### src/rtl/alu_verilog.sv
`default_nettype none
// ============================================================================
// Module      : alu_verilog
// Description : Registered 16-bit ALU with sixteen operations. Operands and
//               opcode are sampled every rising edge. The result and the
//               Z/N/C/V status flags are valid one cycle later.
// Revision    : 1.0 - initial release
// ============================================================================
module alu_verilog (
    input  logic        clk,
    input  logic        reset,
    input  logic [15:0] a,
    input  logic [15:0] b,
    input  logic [15:0] op,
    output logic [15:0] c,
    output logic [3:0]  flags
);

    localparam logic [3:0] c_OP_ADD  = 4'd0;
    localparam logic [3:0] c_OP_SUB  = 4'd1;
    localparam logic [3:0] c_OP_AND  = 4'd2;
    localparam logic [3:0] c_OP_OR   = 4'd3;
    localparam logic [3:0] c_OP_XOR  = 4'd4;
    localparam logic [3:0] c_OP_NOT  = 4'd5;
    localparam logic [3:0] c_OP_SHL  = 4'd6;
    localparam logic [3:0] c_OP_SHR  = 4'd7;
    localparam logic [3:0] c_OP_ASR  = 4'd8;
    localparam logic [3:0] c_OP_ROL  = 4'd9;
    localparam logic [3:0] c_OP_ROR  = 4'd10;
    localparam logic [3:0] c_OP_MUL  = 4'd11;
    localparam logic [3:0] c_OP_CMP  = 4'd12;
    localparam logic [3:0] c_OP_INC  = 4'd13;
    localparam logic [3:0] c_OP_DEC  = 4'd14;
    localparam logic [3:0] c_OP_PASS = 4'd15;

    logic [15:0] r_c;
    logic [3:0]  r_flags;

    logic        w_legal;
    logic [3:0]  w_sh;
    logic [3:0]  w_shl_idx;
    logic [3:0]  w_shr_idx;
    logic [16:0] w_sum;
    logic [16:0] w_diff;
    logic [16:0] w_inc;
    logic [16:0] w_dec;
    logic [31:0] w_prod;
    logic [15:0] w_rol;
    logic [15:0] w_ror;
    logic [15:0] w_res;
    logic        w_cy;
    logic        w_v;
    logic        w_keep;

    assign w_legal   = (op[15:4] == 12'd0);
    assign w_sh      = b[3:0];
    // Index of the last bit shifted out: 16-n for left shifts, n-1 for right.
    assign w_shl_idx = 4'd0 - w_sh;
    assign w_shr_idx = w_sh - 4'd1;
    assign w_sum     = {1'b0, a} + {1'b0, b};
    assign w_diff    = {1'b0, a} - {1'b0, b};
    assign w_inc     = {1'b0, a} + 17'd1;
    assign w_dec     = {1'b0, a} - 17'd1;
    assign w_prod    = {16'd0, a} * {16'd0, b};
    // A zero amount shifts the complementary part by 16, which yields zero.
    assign w_rol     = (a << w_sh) | (a >> (5'd16 - {1'b0, w_sh}));
    assign w_ror     = (a >> w_sh) | (a << (5'd16 - {1'b0, w_sh}));

    // Result and carry/overflow selection; illegal opcodes fall through to a
    // zero result, which yields Z=1 with every other flag clear.
    always_comb begin
        w_res  = 16'h0000;
        w_cy   = 1'b0;
        w_v    = 1'b0;
        w_keep = 1'b0;
        if (w_legal) begin
            case (op[3:0])
                c_OP_ADD: begin
                    w_res = w_sum[15:0];
                    w_cy  = w_sum[16];
                    w_v   = (a[15] == b[15]) && (w_sum[15] != a[15]);
                end
                c_OP_SUB, c_OP_CMP: begin
                    w_res  = w_diff[15:0];
                    w_cy   = w_diff[16];
                    w_v    = (a[15] != b[15]) && (w_diff[15] != a[15]);
                    w_keep = (op[3:0] == c_OP_CMP);
                end
                c_OP_AND: w_res = a & b;
                c_OP_OR:  w_res = a | b;
                c_OP_XOR: w_res = a ^ b;
                c_OP_NOT: w_res = ~a;
                c_OP_SHL: begin
                    w_res = a << w_sh;
                    w_cy  = (w_sh != 4'd0) && a[w_shl_idx];
                end
                c_OP_SHR: begin
                    w_res = a >> w_sh;
                    w_cy  = (w_sh != 4'd0) && a[w_shr_idx];
                end
                c_OP_ASR: begin
                    w_res = $signed(a) >>> w_sh;
                    w_cy  = (w_sh != 4'd0) && a[w_shr_idx];
                end
                c_OP_ROL: begin
                    w_res = w_rol;
                    w_cy  = (w_sh != 4'd0) && w_rol[0];
                end
                c_OP_ROR: begin
                    w_res = w_ror;
                    w_cy  = (w_sh != 4'd0) && w_ror[15];
                end
                c_OP_MUL: begin
                    w_res = w_prod[15:0];
                    w_cy  = (w_prod[31:16] != 16'd0);
                end
                c_OP_INC: begin
                    w_res = w_inc[15:0];
                    w_cy  = w_inc[16];
                    w_v   = !a[15] && w_inc[15];
                end
                c_OP_DEC: begin
                    w_res = w_dec[15:0];
                    w_cy  = w_dec[16];
                    w_v   = a[15] && !w_dec[15];
                end
                c_OP_PASS: w_res = b;
                default:   w_res = 16'h0000;
            endcase
        end
    end

    // Output registers; CMP updates only the flags and leaves c untouched.
    always_ff @(posedge clk or negedge reset) begin
        if (!reset) begin
            r_c     <= 16'h0000;
            r_flags <= 4'h0;
        end else begin
            if (!w_keep) begin
                r_c <= w_res;
            end
            r_flags <= {w_v, w_cy, w_res[15], (w_res == 16'h0000)};
        end
    end

    assign c     = r_c;
    assign flags = r_flags;

endmodule
`default_nettype wire

### config.mk
export PLATFORM = sky130hd
export DESIGN_NAME = alu_verilog
export DESIGN_NICKNAME = d
export VERILOG_FILES = /design/src/rtl/alu_verilog.sv
export SDC_FILE = /design/constraint.sdc
export NUM_CORES = 1
export LEC_CHECK = 0
export BUFFER_PORTS_ARGS = -buffer_cell sky130_fd_sc_hd__buf_2
export CAP_MARGIN = 20
export CELL_PAD_IN_SITES_DETAIL_PLACEMENT = 0
export CELL_PAD_IN_SITES_GLOBAL_PLACEMENT = 1
export CORE_AREA = 2 2 192 194
export CTS_CLUSTER_SIZE = 10
export DETAILED_ROUTE_END_ITERATION = 16
export DIE_AREA = 0 0 194 196
export PLACE_DENSITY = 0.8
export SLEW_MARGIN = 20
export SYNTH_ARGS = -nofsm -noshare
export SYNTH_HDL_FRONTEND = slang
export SYNTH_SLANG_ARGS = --single-unit
export TNS_END_PERCENT = 5
### constraint.sdc
create_clock -name clk -period 0.8 [get_ports clk]
set_clock_uncertainty 0.15 [all_clocks]
set_input_delay 0.16 -clock clk [delete_from_list [all_inputs] [get_ports clk]]
set_output_delay 0.16 -clock clk [all_outputs]
set_load 0.01 [all_outputs]
* Word level (Yosys, flattened, before mapping) *
Cells that the tools add are included.

word-level totals
  register bits after elaboration = 20
  bits of input ports = 50

cells by class
  add/subtract/negate cells = 7
  multipliers = 1
  order comparisons = 2
  equality and inequality tests = 19
  shifts and indexed selects = 5
  muxes and demuxes = 12
  bitwise logic cells = 6
  reduce and logical (&&, ||, !) cells = 17

operators with widths
  kind                                                number
  case mux 16 bit (15 select lines)                   1
  bitwise OR 16 bit                                   3
  == test 4 bit, second input constant                8
  multiplier 16 x 16 -> 32 bit                        1
  adder 16 x 1 -> 17 bit, second input constant       1
  adder 16 x 16 -> 17 bit                             1
  subtractor 16 x 1 -> 17 bit, second input constant  1
  subtractor 16 x 16 -> 17 bit                        1
  bitwise AND 16 bit                                  1
  == test 4 x 3 -> 1 bit, second input constant       4
  zero test 16 bit                                    1
  2-to-1 mux 16 bit                                   1
  NOT 16 bit                                          1
  nonzero test 16 bit                                 1
  << shifter 16 x 4 -> 16 bit                         1
  << shifter 16 x 5 -> 16 bit                         1
  >> shifter 16 x 4 -> 16 bit                         1
  >> shifter 16 x 5 -> 16 bit                         1
  >>> shifter 16 x 4 -> 16 bit                        1
  bitwise XOR 16 bit                                  1
  zero test 12 bit                                    1
  < comparator 4 x 5 -> 1 bit, second input constant  2
  case mux 1 bit (9 select lines)                     1
  binary-select mux 1 bit (select 4 bit)              2
  14 further kinds                                    31

* Depth between registers and ports, before layout *
Gate-level depths: netlist (run 1).

  depth after elaboration = 6
  gate-level depth with buffers = 28

* Least setup slack after synthesis (run 1) *
No wires, ideal clock.

  kind = input-to-reg
  from = input b[2]
  to = register r_flags[2], in the netlist flags[2]
  library setup time = 0.124 ns
  arrival = 6.805 ns
  data required time = 0.526 ns
  path slack = -6.278 ns
  cell stages on the path = 26
  path buffers = 5
  path through = buf_4 -> buf_2 -> clkbuf_1 -> buf_2 -> buf_1 -> nand2_1 -> fa_1 -> fa_1 -> inv_1 -> fa_1 -> fa_1 -> fa_1 -> inv_1 -> fa_1 -> inv_1 -> ha_1 -> a21oi_1 -> o21ai_0 -> or3_1 -> o21ai_1 -> nand2_1 -> nor4_1 -> o2111a_1 -> nand4_1 -> o31a_1 -> o31a_1

on the way
  longest elaborated chain between the ends = 6
  elaborated cells between the ends (all ways) = 24
  those cells by class = add/sub (5); mul (1); shift (4); mux (6); bitwise (2); reduce/logical (6)

RTL lines
  what                                                                                  RTL line  RTL
  start, declared                                                                       13        input logic [15:0] b,
  parallel branches: the longest is 4 deep, another holds multiplier 16 x 16 -> 32 bit  --
  case mux 1 bit (9 select lines) (*)                                                   77        case (op[3:0])
  2-to-1 mux 1 bit (*)                                                                  76        if (w_legal) begin
  named net w_cy                                                                        51        logic w_cy;
  end signal, assigned                                                                  142       r_flags <= {w_v, w_cy, w_res[15], (w_res == 16'h0000)};
  end, declared                                                                         37        logic [3:0] r_flags;

Mark *: on every way through the listed nets, which the timed path passes. The select of a mux whose other input is x is not followed.
A chain may end at the register's enable or synchronous reset.

* Worst setup path in the final report (run 1) *
  from = input a[7]
  to = register r_flags[2], in the netlist flags[2]

on the way
  longest elaborated chain between the ends = 5
  elaborated cells between the ends (all ways) = 22
  those cells by class = add/sub (4); mul (1); shift (4); mux (6); bitwise (2); reduce/logical (5)

RTL lines
  what                                                                                  RTL line  RTL
  start, declared                                                                       12        input logic [15:0] a,
  parallel branches: the longest is 3 deep, another holds multiplier 16 x 16 -> 32 bit  --
  case mux 1 bit (9 select lines) (*)                                                   77
  2-to-1 mux 1 bit (*)                                                                  76
  named net w_cy                                                                        51

Marks and branches as above.

==> results of run 1 <==
[worst max-delay path: cells and delay by family]
kind	cells	cell delay [ns]
adder cells (fa/ha/maj)	8	3.50
multiplexers	1	0.10
AO/OA/AOI/OAI	6	1.19
buffers and inverters	5	0.52
AND/OR/NAND/NOR	3	0.69
[path summary, 6_finish.rpt]
path                            startpoint  endpoint  slack, ns  cells past startpoint
worst max-delay path                  a[7]  flags[2]      -5.39                     23
worst min register to register        c[2]      c[2]       0.33                      2
max in group asynchronous            reset      c[7]       0.15                      3
worst max register to register        c[7]      c[7]      -0.15                      2
min in group clk                      c[2]      c[2]       0.33                      2
worst min-delay path                 reset      c[2]       0.22                      3
[area by class of cell]
| type | instances | share of cell area [%] |
|---|---|---|
| clock buffers | 3 | 0.337 |
| diodes | 1 | 0.0112 |
| multi-input cells | 1623 | 64.5 |
| well taps | 468 | 2.63 |
| repair buffers | 718 | 25.5 |
| inverters | 271 | 4.69 |
| flip-flops and latches | 20 | 2.25 |
| clock inverters | 1 | 0.135 |
[placed cells by master (no fill, tap or decap), types with 18 or more instances in the layout]
cell and instances:
nand2_1 229, o21ai_1 20, a21o_1 18, nand3_1 42
o22ai_1 24, a21oi_1 80, nor2b_1 19, nor3_1 34
buf_2 49, mux4_2 29, a211oi_1 30, inv_1 241
nor2_1 226, fa_1 193, dfrtp_1 20, buf_12 22
xnor2_1 52, ha_1 140, o21ai_0 77, buf_4 617
mux2i_1 36
[per-layer routing]
layer  routed length [µm]  vias to the layer above  share of wire [%]
met5                   13                        -              0.016
li1                     -                     8210                  -
met2                37500                     1085                 46
met1                30600                     9100                 37
met3                 6810                      334                8.3
met4                 6780                        2                8.3
[repair_timing]
item	CTS	global route
buffers inserted	13	0
pin swaps	60	13
endpoints found under the setup margin	40	40
gates cloned	0	0
hold buffers	1	0
hold endpoints to repair	20	0
gates resized for setup	128	38
[sequential cells by signal, indices dropped and copies added (netlist names)]
register and flops:
c 16, flags 4
[cell families (layout without fill, tap and decap cells)]
kind of cell             after synthesis  count (layout)  synth area share, %
AO/OA/AOI/OAI                        451             451                 19.0
XOR/XNOR                              65              65                 3.63
adder cells (fa/ha/maj)              354             354                 37.1
buffers and inverters                417             993                 10.5
flip-flops                            20              20                 3.15
multiplexers                          83              83                 7.62
other                                  0               1                    0
AND/OR/NAND/NOR                      670             670                 18.9
[metrics by stage]
step / cells / setup slack [ns]
final: 3105 / -5.39
after global routing: 3104 / -5.63
after floorplan: 2060 / -5.27
after detailed placement: 3086 / -6.10
after CTS: 3104 / -5.43
after global placement: 3086 / -6.09
[power by group through the flow]
stage / sequential, mW / combinational (mW) / clock, mW
after CTS: 1.01 / 80.4 / 1.43
after floorplan: 1.03 / 39.9 / 0
after global routing: 1.01 / 87.4 / 1.46
final: 1.01 / 82.3 / 1.43
after detailed placement: 1.03 / 70.8 / 0
after global placement: 1.03 / 70.0 / 0
==> flow_metrics.py, run 1 <==
metrics = {
    "outcome": {
        "status": "finished with violations",
        "violations": "setup timing",
    },
    "clock_network": {
        "clkLatencyLatePin_ns": 0.26,
        "htree_levels": 1,
        "clock_sinks": 20,
        "clockBufferDepth": 2,
        "cts_tree": "yes",
        "path_clk_slew_ns": 0.06,
        "cts-root-buf": "clkbuf_16",
        "cts_inserted_buffers": 3,
    },
    "pwr": {
        "p_leak_nw": 10.7,
        "power.density_mw_per_mm2": 3800,
        "peakVddDrop_uv": 14700,
        "total_power_mw": 84.7,
        "p_int_mw": 40.1,
        "pwr-share-seq_pct": 1.2,
        "p_sw_mw": 44.6,
        "p_comb_share_pct": 97.1,
        "p_sw_share_pct": 52.6,
        "power_frac_clock_pct": 1.7,
    },
    "timing": {
        "rsz0062_at_grt": "true",
        "hold_violations": 0,
        "period_needed_ns": 6.19,
        "worst_slew_pin_slew_ns": 1.08,
        "whs_ns": 0.216,
        "final.setup.tns_ns": -85.80,
        "max_clock_freq_mhz": 162,
        "drv_slew": 0,
        "setup_viol": 40,
        "max_slew_margin_pct": 27.2,
        "setup_slack_ns": -5.39,
        "fin_crit_sh_pct": 774,
    },
    "synthesis": {
        "async_flop_share_pct": 100,
        "yosysMostFrequentCell": "inv_1",
        "yosysUniqueCellTypes": 90,
        "synth_nets": 2464,
        "yosys-top-cells-count": "251 x inv_1, 235 x nor2_1, 230 x nand2_1",
        "synth_edf_count": 0,
        "synthCells": 2060,
        "yosysTopAreaCell": "fa_1",
        "synth_seq_cells": 20,
        "yosys_warnings": 0,
        "synthFlopType": "dfrtp_1",
        "ys_seq_area_share_pct": 3.15,
        "synth_top_area_share_pct": 24.7,
        "syn_area_mm2": 0.0159,
        "avgSynthCellArea_um2": 7.72,
        "ys_top_cells_by_area": "fa_1 25%, ha_1 12%, inv_1 5.9%, nor2_1 5.5%, nand2_1 5.4%",
    },
    "drt": {
        "dr.pass1.iters": 5,
        "vias": 18731,
        "wl_mm": 81.7,
        "drc": 0,
        "via_per_inst": 6.03,
        "ant_nets": 0,
        "drtIter0Drc": 1698,
        "routedWlPerCell_um": 26.3,
    },
    "grt": {
        "antenna_found_initial": 2,
        "grt.total_usage_pct": 43.0,
        "use_met2_pct": 71.1,
        "grt_overflow": 0,
        "grt_util_met1_pct": 52.8,
        "met3_usage_pct": 6.19,
        "grt_pass1_wl_mm": 122,
        "grt_max_degree": 58,
        "busiest_layer": "met2",
        "first_global_vias": 19500,
    },
    "floorplanning": {
        "start_util_pct": 44.1,
        "dieArea_mm2": 0.0380,
        "die_h_um": 196,
        "fp-row-count": 70,
        "die_w_um": 194,
        "core_area_mm2": 0.0361,
        "ios": 70,
    },
    "layout": {
        "drive_gt1_share_pct": 33.9,
        "multi_input_area_mm2": 0.0144,
        "fin_area_mm2": 0.0223,
        "synthToLayoutAreaGrowth_pct": 40.0,
        "final_core_util_pct": 61.7,
        "nNetsFinal": 3041,
        "fillers": 3330,
        "regArea_um2": 500,
    },
    "critical_path": {
        "critPathSlowestCell": "fa_1",
        "cp.required_ns": 0.80,
        "cp_common_cell": "fa_1",
        "critPathKind": "input port to flip-flop",
        "path_cells": "buf_8 -> buf_12 -> ha_4 -> fa_1 -> inv_1 -> fa_1 -> fa_1 -> fa_1 -> fa_1 -> fa_1 -> inv_2 -> ha_4 -> and3_4 -> o211ai_1 -> a21oi_2 -> buf_6 -> o21ai_4 -> a211oi_2 -> mux2i_1 -> nor4_1 -> nand4_1 -> o31a_1 -> o31a_1",
        "critical_path.max_fanout": 6,
        "worstSetupStartpointType": "input port",
        "arrival_ns": 6.19,
        "cpPeakStageDelay_ns": 0.57,
        "crit_path_end_kind": "flip-flop",
    },
    "placed_design": {
        "placed_area_mm2": 0.0213,
        "hpwl_mm": 69.0,
        "place.gp.congestion": 1.06,
        "port_buffers": 69,
    },
    "flow_run": {
        "maxCapViolations": 0,
    },
    "min_path": {
        "holdCritPathClass": "input port to asynchronous set/reset pin",
    },
}
Note: power is estimated with default switching activity, not from simulation.
==> run 2: changes to the inputs <==
--- a/config.mk
+++ b/config.mk
@@ -6,7 +6,7 @@
 export NUM_CORES = 1
 export LEC_CHECK = 0
 export BUFFER_PORTS_ARGS = -buffer_cell sky130_fd_sc_hd__buf_2
-export CAP_MARGIN = 20
+export CAP_MARGIN = 5
 export CELL_PAD_IN_SITES_DETAIL_PLACEMENT = 0
 export CELL_PAD_IN_SITES_GLOBAL_PLACEMENT = 1
 export CORE_AREA = 2 2 192 194
@@ -14,6 +14,7 @@
 export DETAILED_ROUTE_END_ITERATION = 16
 export DIE_AREA = 0 0 194 196
 export PLACE_DENSITY = 0.8
+export SKIP_LAST_GASP = 1
 export SLEW_MARGIN = 20
 export SYNTH_ARGS = -nofsm -noshare
 export SYNTH_HDL_FRONTEND = slang
==> run 2 against run 1 <==
The flow still finishes with violations (setup timing); register-to-register slack is essentially flat; utilization shrank 1.0 points; hold slack gained 0.0013 ns; power shrank 1.9%; sequential share of layout area is essentially flat; via count shrank 0.39%.
==> flow_metrics.py, run 2 (same netlist as run 1, synthesis figures left out) <==
metrics = {
    "timing": {
        "whs_ns": 0.217,
        "max_slew_margin_pct": 28.5,
        "hold_violations": 0,
        "fin_crit_sh_pct": 775,
        "period_needed_ns": 6.20,
        "worst_slew_pin_slew_ns": 1.06,
        "rsz0062_at_grt": "true",
        "max_clock_freq_mhz": 161,
        "setup_viol": 40,
        "drv_slew": 0,
        "setup_slack_ns": -5.40,
    },
    "pwr": {
        "p_leak_nw": 10.6,
        "power.density_mw_per_mm2": 3790,
        "peakVddDrop_uv": 14600,
    },
    "drt": {
        "routedWlPerCell_um": 26.2,
        "dr.pass1.iters": 6,
        "vias": 18658,
        "drtIter0Drc": 1982,
        "ant_nets": 0,
        "wl_mm": 81.3,
        "via_per_inst": 6.01,
        "drc": 0,
    },
    "floorplanning": {
        "dieArea_mm2": 0.0380,
        "ios": 70,
        "die_h_um": 196,
        "fp-row-count": 70,
        "core_area_mm2": 0.0361,
        "die_w_um": 194,
        "start_util_pct": 44.1,
    },
    "flow_run": {
        "maxCapViolations": 0,
    },
    "clock_network": {
        "clock_sinks": 20,
        "cts_inserted_buffers": 3,
        "clkLatencyLatePin_ns": 0.26,
        "cts-root-buf": "clkbuf_16",
        "htree_levels": 1,
        "cts_tree": "yes",
        "clockBufferDepth": 2,
        "path_clk_slew_ns": 0.06,
    },
    "layout": {
        "diodes": 0,
        "final_cell_mix": "627 x buf_4, 244 x inv_1, 231 x nor2_1",
        "nNetsFinal": 3041,
        "final_common_cell": "buf_4",
        "layout.cells.non_filler": 3104,
        "drive_gt1_share_pct": 32.3,
        "synthToLayoutAreaGrowth_pct": 37.7,
        "largest_register_ffs": 16,
    },
    "critical_path": {
        "critPathKind": "input port to flip-flop",
        "timing.rr.end": "c[7]",
        "startpoint": "b[6]",
        "cp.required_ns": 0.80,
        "critical_path.max_fanout": 4,
        "reg2reg_slack_ns": -0.14,
        "arrival_ns": 6.20,
        "rr_startpoint": "c[7]",
        "crit_path_end_kind": "flip-flop",
        "r2r_cells": 2,
        "worstSetupStartpointType": "input port",
    },
    "placed_design": {
        "place.gp.congestion": 1.06,
        "port_buffers": 69,
        "hpwl_mm": 69.0,
        "place_inst": 3086,
    },
    "grt": {
        "grt_overflow": 0,
        "grt_max_degree": 58,
        "antenna_found_initial": 0,
        "grt_pass1_wl_mm": 122,
        "grt.total_usage_pct": 42.8,
        "first_global_vias": 19450,
    },
    "min_path": {
        "holdCritPathClass": "input port to asynchronous set/reset pin",
    },
    "outcome": {
        "violations": "setup timing",
        "status": "finished with violations",
    },
}
run 2: cell types whose count changed in the layout (fill, tap and decap cells not counted), moves of 4 or more:
cell and change:
inv_2 -4, ha_1 +5, nor2_1 +5, buf_8 -7
buf_2 +5, a31oi_1 +4, buf_4 +10
run 2: through the flow:
stage | cell area, µm² | worst slack [ns] | setup TNS [ns] | utilization (%) | total power, mW
after floorplan | 16200 | -5.27 | -76.51 | - | 41.0
after CTS | 21900 | -5.43 | -88.62 | 60.6 | 82.2
after global routing | 21900 | -5.66 | -93.11 | 60.7 | 88.0
final | 21900 | -5.40 | -89.59 | 60.7 | 83.1
after detailed placement | 21300 | -6.10 | -93.45 | 59.1 | 71.8
after global placement | 21300 | -6.09 | -92.48 | 59.1 | 71.0
run 2: worst max path at each step:
stage | to | slack [ns] | cells after the start
2_1_floorplan | flags[2] | -5.27 | 26
3_3_place_gp | flags[2] | -6.09 | 23
3_5_place_dp | flags[2] | -6.10 | 23
4_1_cts | flags[2] | -5.43 | 23
5_1_grt | flags[2] | -5.66 | 24
6_report | flags[2] | -5.40 | 24
run 2: power by group:
| part | switching (mW) | internal [mW] | total (mW) |
|---|---|---|---|
| Sequential | 0.000105 | 1.01 | 1.01 |
| Clock | 0.432 | 0.995 | 1.43 |
| Combinational | 43.2 | 37.4 | 80.6 |
run 2: area by class of cell:
class	instances	area [µm²]
tap	468	586
sequential	20	500
clock inverter	1	30.0
fill	3372	14200
clock buffer	3	75.1
timing repair buffer	718	5570
inverter	271	1040
multi-input combinational	1623	14100
run 2: what timing repair did:
action                                  4_1_cts  5_1_grt
pin swaps                                    47        5
endpoints found under the hold margin        20        0
buffers inserted                             13        0
cloned                                        0        0
endpoints found under the setup margin       40       40
gates resized for setup                      76        9
hold buffers                                  1        0
run 2: metal layers:
layer | share of wire (%) | GRT usage, % | vias to the layer above
met2 | 46 | 70.6 | 1112
met4 | 8.1 | 27.0 | 0
met1 | 37 | 53.1 | 9059
li1 | - | - | 8186
met5 | 0 | 0 | -
met3 | 8.4 | 5.71 | 301
run 2: worst max-delay path, cell delays in order:
cell      delay [ns]
buf_4           0.14
ha_4            0.17
fa_1            0.54
inv_1           0.06
fa_1            0.52
inv_1           0.06
fa_1            0.58
fa_1            0.45
fa_1            0.49
inv_1           0.05
fa_1            0.50
inv_2           0.05
ha_4            0.28
and3_4          0.21
o211ai_1        0.11
a21oi_2         0.15
buf_6           0.15
o21ai_4         0.08
a211oi_2        0.21
mux2i_1         0.10
nor4_1          0.31
nand4_1         0.18
o31a_1          0.35
o31a_1          0.30
